[src/rtl/audio_rom_reader.sv]
// Avalon-MM read master that streams ROM samples through a small FIFO onto an Avalon-ST source.
// Define AUDIO_ROM_READER_STEREO_EN to present every word as a left/right beat pair on sample_channel.
//
// state | meaning
// IDLE  | waiting for start, no reads outstanding
// FETCH | issuing reads in address order, paced by FIFO credit
// DRAIN | last word requested (single-shot), emptying FIFO
// FLUSH | stopped, discarding returns still in flight
module audio_rom_reader #(
    parameter int ADDR_W       = 17,
    parameter int DATA_W       = 16,
    parameter int NUM_WORDS    = 120127,
    parameter int READ_LATENCY = 1,
    parameter int FIFO_DEPTH   = 8
) (
    input  logic              clk,
    input  logic              reset,
    input  logic              start,
    input  logic              stop,
    input  logic              loop_en,
    output logic [ADDR_W-1:0] avm_address,
    output logic              avm_read,
    input  logic [DATA_W-1:0] avm_readdata,
    output logic [DATA_W-1:0] sample_data,
    output logic              sample_valid,
    input  logic              sample_ready,
`ifdef AUDIO_ROM_READER_STEREO_EN
    output logic              sample_channel,
`endif
    output logic              busy,
    output logic              done
);

    localparam int PTR_W = $clog2(FIFO_DEPTH);
    localparam int CNT_W = $clog2(FIFO_DEPTH + 1);
    localparam logic [ADDR_W-1:0] LAST_ADDR = ADDR_W'(NUM_WORDS - 1);
    localparam logic [CNT_W:0]    DEPTH_C   = (CNT_W + 1)'(FIFO_DEPTH);

    typedef enum logic [1:0] {
        IDLE  = 2'd0,
        FETCH = 2'd1,
        DRAIN = 2'd2,
        FLUSH = 2'd3
    } state_t;

    state_t state, state_nxt;

    logic                    loop_q;
    logic [ADDR_W-1:0]       addr_q;
    logic [READ_LATENCY-1:0] tag;
    logic [CNT_W-1:0]        inflight;
    logic [DATA_W-1:0]       fifo_mem [FIFO_DEPTH];
    logic [PTR_W-1:0]        wr_ptr;
    logic [PTR_W-1:0]        rd_ptr;
    logic [CNT_W-1:0]        fifo_count;
    logic                    credit_ok;
    logic                    clear;
    logic                    ret;
    logic                    push;
    logic                    pop;

    // Outstanding reads count against FIFO space so a return always has a slot.
    assign credit_ok = ({1'b0, fifo_count} + {1'b0, inflight}) < DEPTH_C;
    assign ret       = tag[READ_LATENCY-1];
    assign push      = ret && (state != FLUSH) && !clear;

    assign avm_address  = addr_q;
    assign sample_valid = (fifo_count != '0);
    assign sample_data  = fifo_mem[rd_ptr];
    assign busy         = (state != IDLE);

`ifdef AUDIO_ROM_READER_STEREO_EN
    logic ch_q;

    assign sample_channel = ch_q;
    assign pop            = sample_valid && sample_ready && ch_q;

    always_ff @(posedge clk or posedge reset) begin
        if (reset) begin
            ch_q <= 1'b0;
        end else if (clear) begin
            ch_q <= 1'b0;
        end else if (sample_valid && sample_ready) begin
            ch_q <= ~ch_q;
        end
    end
`else
    assign pop = sample_valid && sample_ready;
`endif

    always_ff @(posedge clk or posedge reset) begin
        if (reset) begin
            state <= IDLE;
        end else begin
            state <= state_nxt;
        end
    end

    always_comb begin
        state_nxt = state;
        avm_read  = 1'b0;
        done      = 1'b0;
        clear     = 1'b0;
        case (state)
            IDLE: begin
                if (start) begin
                    state_nxt = FETCH;
                end
            end
            FETCH: begin
                if (stop) begin
                    clear     = 1'b1;
                    state_nxt = FLUSH;
                end else if (credit_ok) begin
                    avm_read = 1'b1;
                    if ((addr_q == LAST_ADDR) && !loop_q) begin
                        state_nxt = DRAIN;
                    end
                end
            end
            DRAIN: begin
                if (stop) begin
                    clear     = 1'b1;
                    state_nxt = FLUSH;
                end else if ((inflight == '0) && (fifo_count == '0)) begin
                    done      = 1'b1;
                    state_nxt = IDLE;
                end
            end
            FLUSH: begin
                if (inflight == '0) begin
                    done      = 1'b1;
                    state_nxt = IDLE;
                end
            end
            default: state_nxt = IDLE;
        endcase
    end

    always_ff @(posedge clk or posedge reset) begin
        if (reset) begin
            loop_q   <= 1'b0;
            addr_q   <= '0;
            tag      <= '0;
            inflight <= '0;
        end else begin
            if ((state == IDLE) && start) begin
                loop_q <= loop_en;
                addr_q <= '0;
            end else if (avm_read) begin
                // A single-shot run parks on the last address instead of wrapping.
                if (addr_q == LAST_ADDR) begin
                    addr_q <= loop_q ? '0 : addr_q;
                end else begin
                    addr_q <= addr_q + ADDR_W'(1);
                end
            end
            tag[0] <= avm_read;
            for (int i = 1; i < READ_LATENCY; i++) begin
                tag[i] <= tag[i-1];
            end
            inflight <= inflight + CNT_W'(avm_read) - CNT_W'(ret);
        end
    end

    always_ff @(posedge clk or posedge reset) begin
        if (reset) begin
            wr_ptr     <= '0;
            rd_ptr     <= '0;
            fifo_count <= '0;
            for (int i = 0; i < FIFO_DEPTH; i++) begin
                fifo_mem[i] <= '0;
            end
        end else if (clear) begin
            rd_ptr     <= wr_ptr;
            fifo_count <= '0;
        end else begin
            if (push) begin
                fifo_mem[wr_ptr] <= avm_readdata;
                wr_ptr           <= wr_ptr + PTR_W'(1);
            end
            if (pop) begin
                rd_ptr <= rd_ptr + PTR_W'(1);
            end
            fifo_count <= fifo_count + CNT_W'(push) - CNT_W'(pop);
        end
    end

endmodule

[config.mk]
export PLATFORM = sky130hd
export DESIGN_NAME = audio_rom_reader
export DESIGN_NICKNAME = d
export VERILOG_FILES = /design/src/rtl/audio_rom_reader.sv
export SDC_FILE = /design/constraint.sdc
export NUM_CORES = 1
export LEC_CHECK = 0
export CAP_MARGIN = 40
export CORE_MARGIN = 2
export CORE_UTILIZATION = 50
export CTS_CLUSTER_DIAMETER = 120
export DETAILED_ROUTE_END_ITERATION = 6
export PLACE_DENSITY = 0.7
export SKIP_LAST_GASP = 1
export SYNTH_ARGS = -nofsm -noshare
export SYNTH_HDL_FRONTEND = slang
export SYNTH_SLANG_ARGS = --single-unit
[constraint.sdc]
create_clock -name clk -period 9.4 [get_ports clk]
set_clock_uncertainty 0.1 [all_clocks]
set_input_delay 1.41 -clock clk [delete_from_list [all_inputs] [get_ports clk]]
set_output_delay 1.41 -clock clk [all_outputs]
set_load 0.02 [all_outputs]
# Word-level counts from Yosys, hierarchy flattened
# Cells that the tools add are included.
# word_totals
in_bits	22
reg_bits	163
wordCells	92
output_inout_bits	37
# classes
n_bitwise	3
muxes	30
eq_ne	11
magnitude_cmp	4
reduce_logical	20
addsub	8
# op_table
cell	count
128-bit bitwise mux	1
17-bit 2-to-1 mux	4
16-bit binary-select mux with 3-bit select	1
16-bit demux with 3-bit select	1
16-bit 2-to-1 mux	3
17-bit by 1-bit adder with 17-bit output, second input constant	1
17-bit equality test, second input constant	1
2-bit 2-to-1 mux	7
3-bit != test, second input constant	3
4-bit by 1-bit adder with 4-bit output	2
4-bit >= comparator, second input constant	2
4-bit zero test	2
1-bit 2-to-1 mux	8
3-bit NOT with 4-bit output	2
2-bit case mux with 4 select lines	1
4-bit by 1-bit subtractor with 4-bit output	2
1-bit logical AND	7
3-bit by 1-bit adder with 3-bit output, second input constant	2
3-bit 2-to-1 mux	2
2-bit != test, second input constant	3
2-bit nonzero test	3
4-bit by 4-bit adder with 5-bit output	1
5-bit by 4-bit less-than comparator with 1-bit output, second input constant	1
5-bit AND reduction	1
other kinds (12)	15

# Logic depth before layout (Yosys ltp)
# depth
word_depth	8
ltp_mapped	13
ltp_nobuf	12

# Least setup slack after synthesis
# OpenSTA, ideal clock, no wires.
# synth_timing
path_kind	in2out
start	input port stop
end	output port avm_read
cell_stages	2
arrival_ps	2057
slack_ps	5833
required_ps	7890
n_path_buf	0
path_cell_list	nand2b_1 > a211oi_2
# synth_via
elab_chain_len	2
# synth_lines
item	line	rtl
from (decl)	19	input logic stop,
1-bit 2-to-1 mux	111	if (stop) begin
1-bit 2-to-1 mux	104	case (state)
to (decl)	22	output logic avm_read,
# No other way between the ends.

# Final worst setup path
# Same ends and word-level chain as after synthesis.

==> impl_metrics.ini <==
[status]
outcome = complete, no violations

[layout]
instances_no_fill = 858
num-nets-final = 677
drive_above_1_share_pct = 36.6
diodes = 0
layout_commonest_cell = dfrtp_1
final_cell_mix = dfrtp_1 (162), mux2_2 (144), clkdlybuf4s50_1 (58), mux4_2 (32)
syn2layout_area_growth_pct = 18.1

[clocking]
cts_resized = 0
path_clk_slew_ns = 0.06
clock_path_buffers = 2
htree_levels = 4
cts-root-buf = clkbuf_16
cts_tree = done
cts_sinks = 163
numCtsBuffers = 17
clk-insertion-delay-late_ns = 0.42
cts_hold_buf = 0
cts_setup_buffers = 0

[routing]
first_pass_iters = 5
viasPerCell = 5.76
ant_nets = 0
vias = 4943
wl_per_cell_um = 19.5
wirelength_mm = 16.7
drc_errors = 0
first_iter_violations = 252

[setup_path]
rrSetupSlack_ns = 6.39
crit_type = in2out
crit_chain = clkdlybuf4s50_1 > nand2b_1 > a211oi_2 > clkdlybuf4s50_1
r2r-end = fifo_count[2]
slowest_delay_ns = 0.71
r2r_start = state[0]
worstPathArrival_ns = 3.35
end_kind = output pin
startpoint_type = input pin
cp_common_cell = clkdlybuf4s50_1
ff2ff_path_depth = 11
slowest_stage = clkdlybuf4s50_1
crit_fanout = 7
crit_required_ns = 7.89

[floorplan]
start_util_pct = 50.7
die_w_um = 130
io_pins = 59
core_mm2 = 0.0158
die_h_um = 130
dieArea_mm2 = 0.0170
num_rows = 46

[yosys]
synth_area_mm2 = 0.00800
yosys-top-cells-area = dfrtp_1 (51%), mux2_2 (20%), mux4_2 (9.0%), ha_1 (3.4%), inv_1 (1.1%)
synth_ff_type = dfrtp_1
synth_cell_type_count = 61
syn_nets = 616
seq_area_frac_synth_pct = 51.0
synth_top_cell_area_share_pct = 51.0
synth_top_cell_by_area = dfrtp_1
avgSynthCellArea_um2 = 14.0
synth-edff-count = 0
synth_seq_cells = 163
yosysWarnings = 0
netlist_instances = 570
async_reset_ff_share_pct = 100

[power]
leakagePower_nw = 4.41
vdd_drop_max_mv = 0.174
power.total_mw = 2.40
powerDensity_mw_per_mm2 = 254

[global_route]
grt_max_degree = 100
grt_usage_pct = 21.1
grt_pass1_vias = 5283
grt_pass1_wl_mm = 27.2
antenna_found_initial = 0
grt_overflow = 0

[worst_hold_path]
hp-class = reg2reg
worst_hold_startpoint = fifo_mem[86]
hold_end = fifo_mem[86]
hold_path_depth = 1

[sta]
finalCriticalPeriod_ns = 4.86
finalSetupTns_ns = 0
max_slew_margin_pct = 40.9
fin_hold_ws_ns = 0.394
tightest_slew_ns = 0.880
finalSetupViolCount = 0
clock.fmax_mhz = 206
rsz0062_at_grt = false
finalHoldViolCount = 0
period_share_pct = 51.7
slew_violations = 0
setup_ws_ns = 4.54

[place]
gp_congestion = 0.838
dp_cells = 827
dp_slack_ns = 4.56
portBuffers = 58
hpwl_mm = 10.8

[flow_run]
maxCapViolCount = 0
[cells by family (layout without fill, tap and decap cells)]
group	after synthesis	count (layout)	share of synthesized area [%]
xor+xnor	7	7	0.767
flops	163	163	51.0
simple gates	93	93	7.06
fa+ha+maj	24	24	3.94
compound gates	52	52	4.36
mux	179	179	29.7
buf+inv	52	124	3.19
[through the flow]
step / cell area, um2 / util [%]
3_3_place_gp: 8730 / 55.4
4_1_cts: 9420 / 59.7
6_report: 9450 / 59.9
2_1_floorplan: 8000 / -
3_5_place_dp: 8830 / 56.0
5_1_grt: 9450 / 59.9
[Yosys cell counts, types with 3 or more instances]
| cell type | number |
|---|---|
| and2_1 | 3 |
| xnor2_1 | 4 |
| a31oi_1 | 3 |
| o31ai_1 | 5 |
| nand2_1 | 22 |
| mux2_2 | 144 |
| buf_2 | 9 |
| ha_1 | 22 |
| xor2_1 | 3 |
| nor3_1 | 10 |
| mux4_2 | 32 |
| nor4_1 | 3 |
| clkbuf_1 | 10 |
| buf_6 | 5 |
| o41ai_1 | 4 |
| inv_1 | 23 |
| o21ai_0 | 7 |
| dfrtp_1 | 163 |
| o21ai_1 | 8 |
| nand4_1 | 5 |
| a211oi_1 | 3 |
| nand3_1 | 10 |
| buf_4 | 3 |
| a21oi_1 | 8 |
| nor2_1 | 16 |
[state kept, by name, indices dropped and copies added (netlist names)]
signal / flops
fifo_mem: 128
rd_ptr: 3
loop_q: 1
avm_address: 17
state: 2
fifo_count: 4
wr_ptr: 3
ret: 1
inflight: 4
[power breakdown]
| part | leakage (nW) | total (mW) | switching (mW) | internal (mW) |
|---|---|---|---|---|
| sequential | 2.22 | 0.944 | 0.115 | 0.829 |
| combinational | 1.91 | 0.769 | 0.371 | 0.398 |
| clock | 0.284 | 0.687 | 0.270 | 0.416 |
[metal layers]
layer	wire (um)	track usage (%)
met5	0	0
met4	131	5.38
met3	722	5.21
met2	8490	35.7
met1	7350	27.6
[layout make-up]
| class | count | area (um2) |
|---|---|---|
| tap | 216 | 270 |
| inverter | 23 | 91.3 |
| fill | 1226 | 6320 |
| sequential | 163 | 4080 |
| multi-input combinational | 355 | 3660 |
| clock buffer | 22 | 484 |
| timing repair buffer | 71 | 756 |
| clock inverter | 8 | 103 |
[worst max-delay path: cells and delay by family]
family          cells  cell delay, ns
buf+inv             2            1.25
compound gates      1            0.45
simple gates        1            0.24
[worst max-delay path by stage]
stage,startpoint,to,slack [ns],cells past startpoint
after floorplan,reset,avm_address[0],3.49,1
after global placement,stop,avm_read,4.59,4
after detailed placement,stop,avm_read,4.56,4
after CTS,stop,avm_read,4.56,4
after global routing,stop,avm_read,4.43,4
final,stop,avm_read,4.54,4
Power figures use the tool's default switching activity.
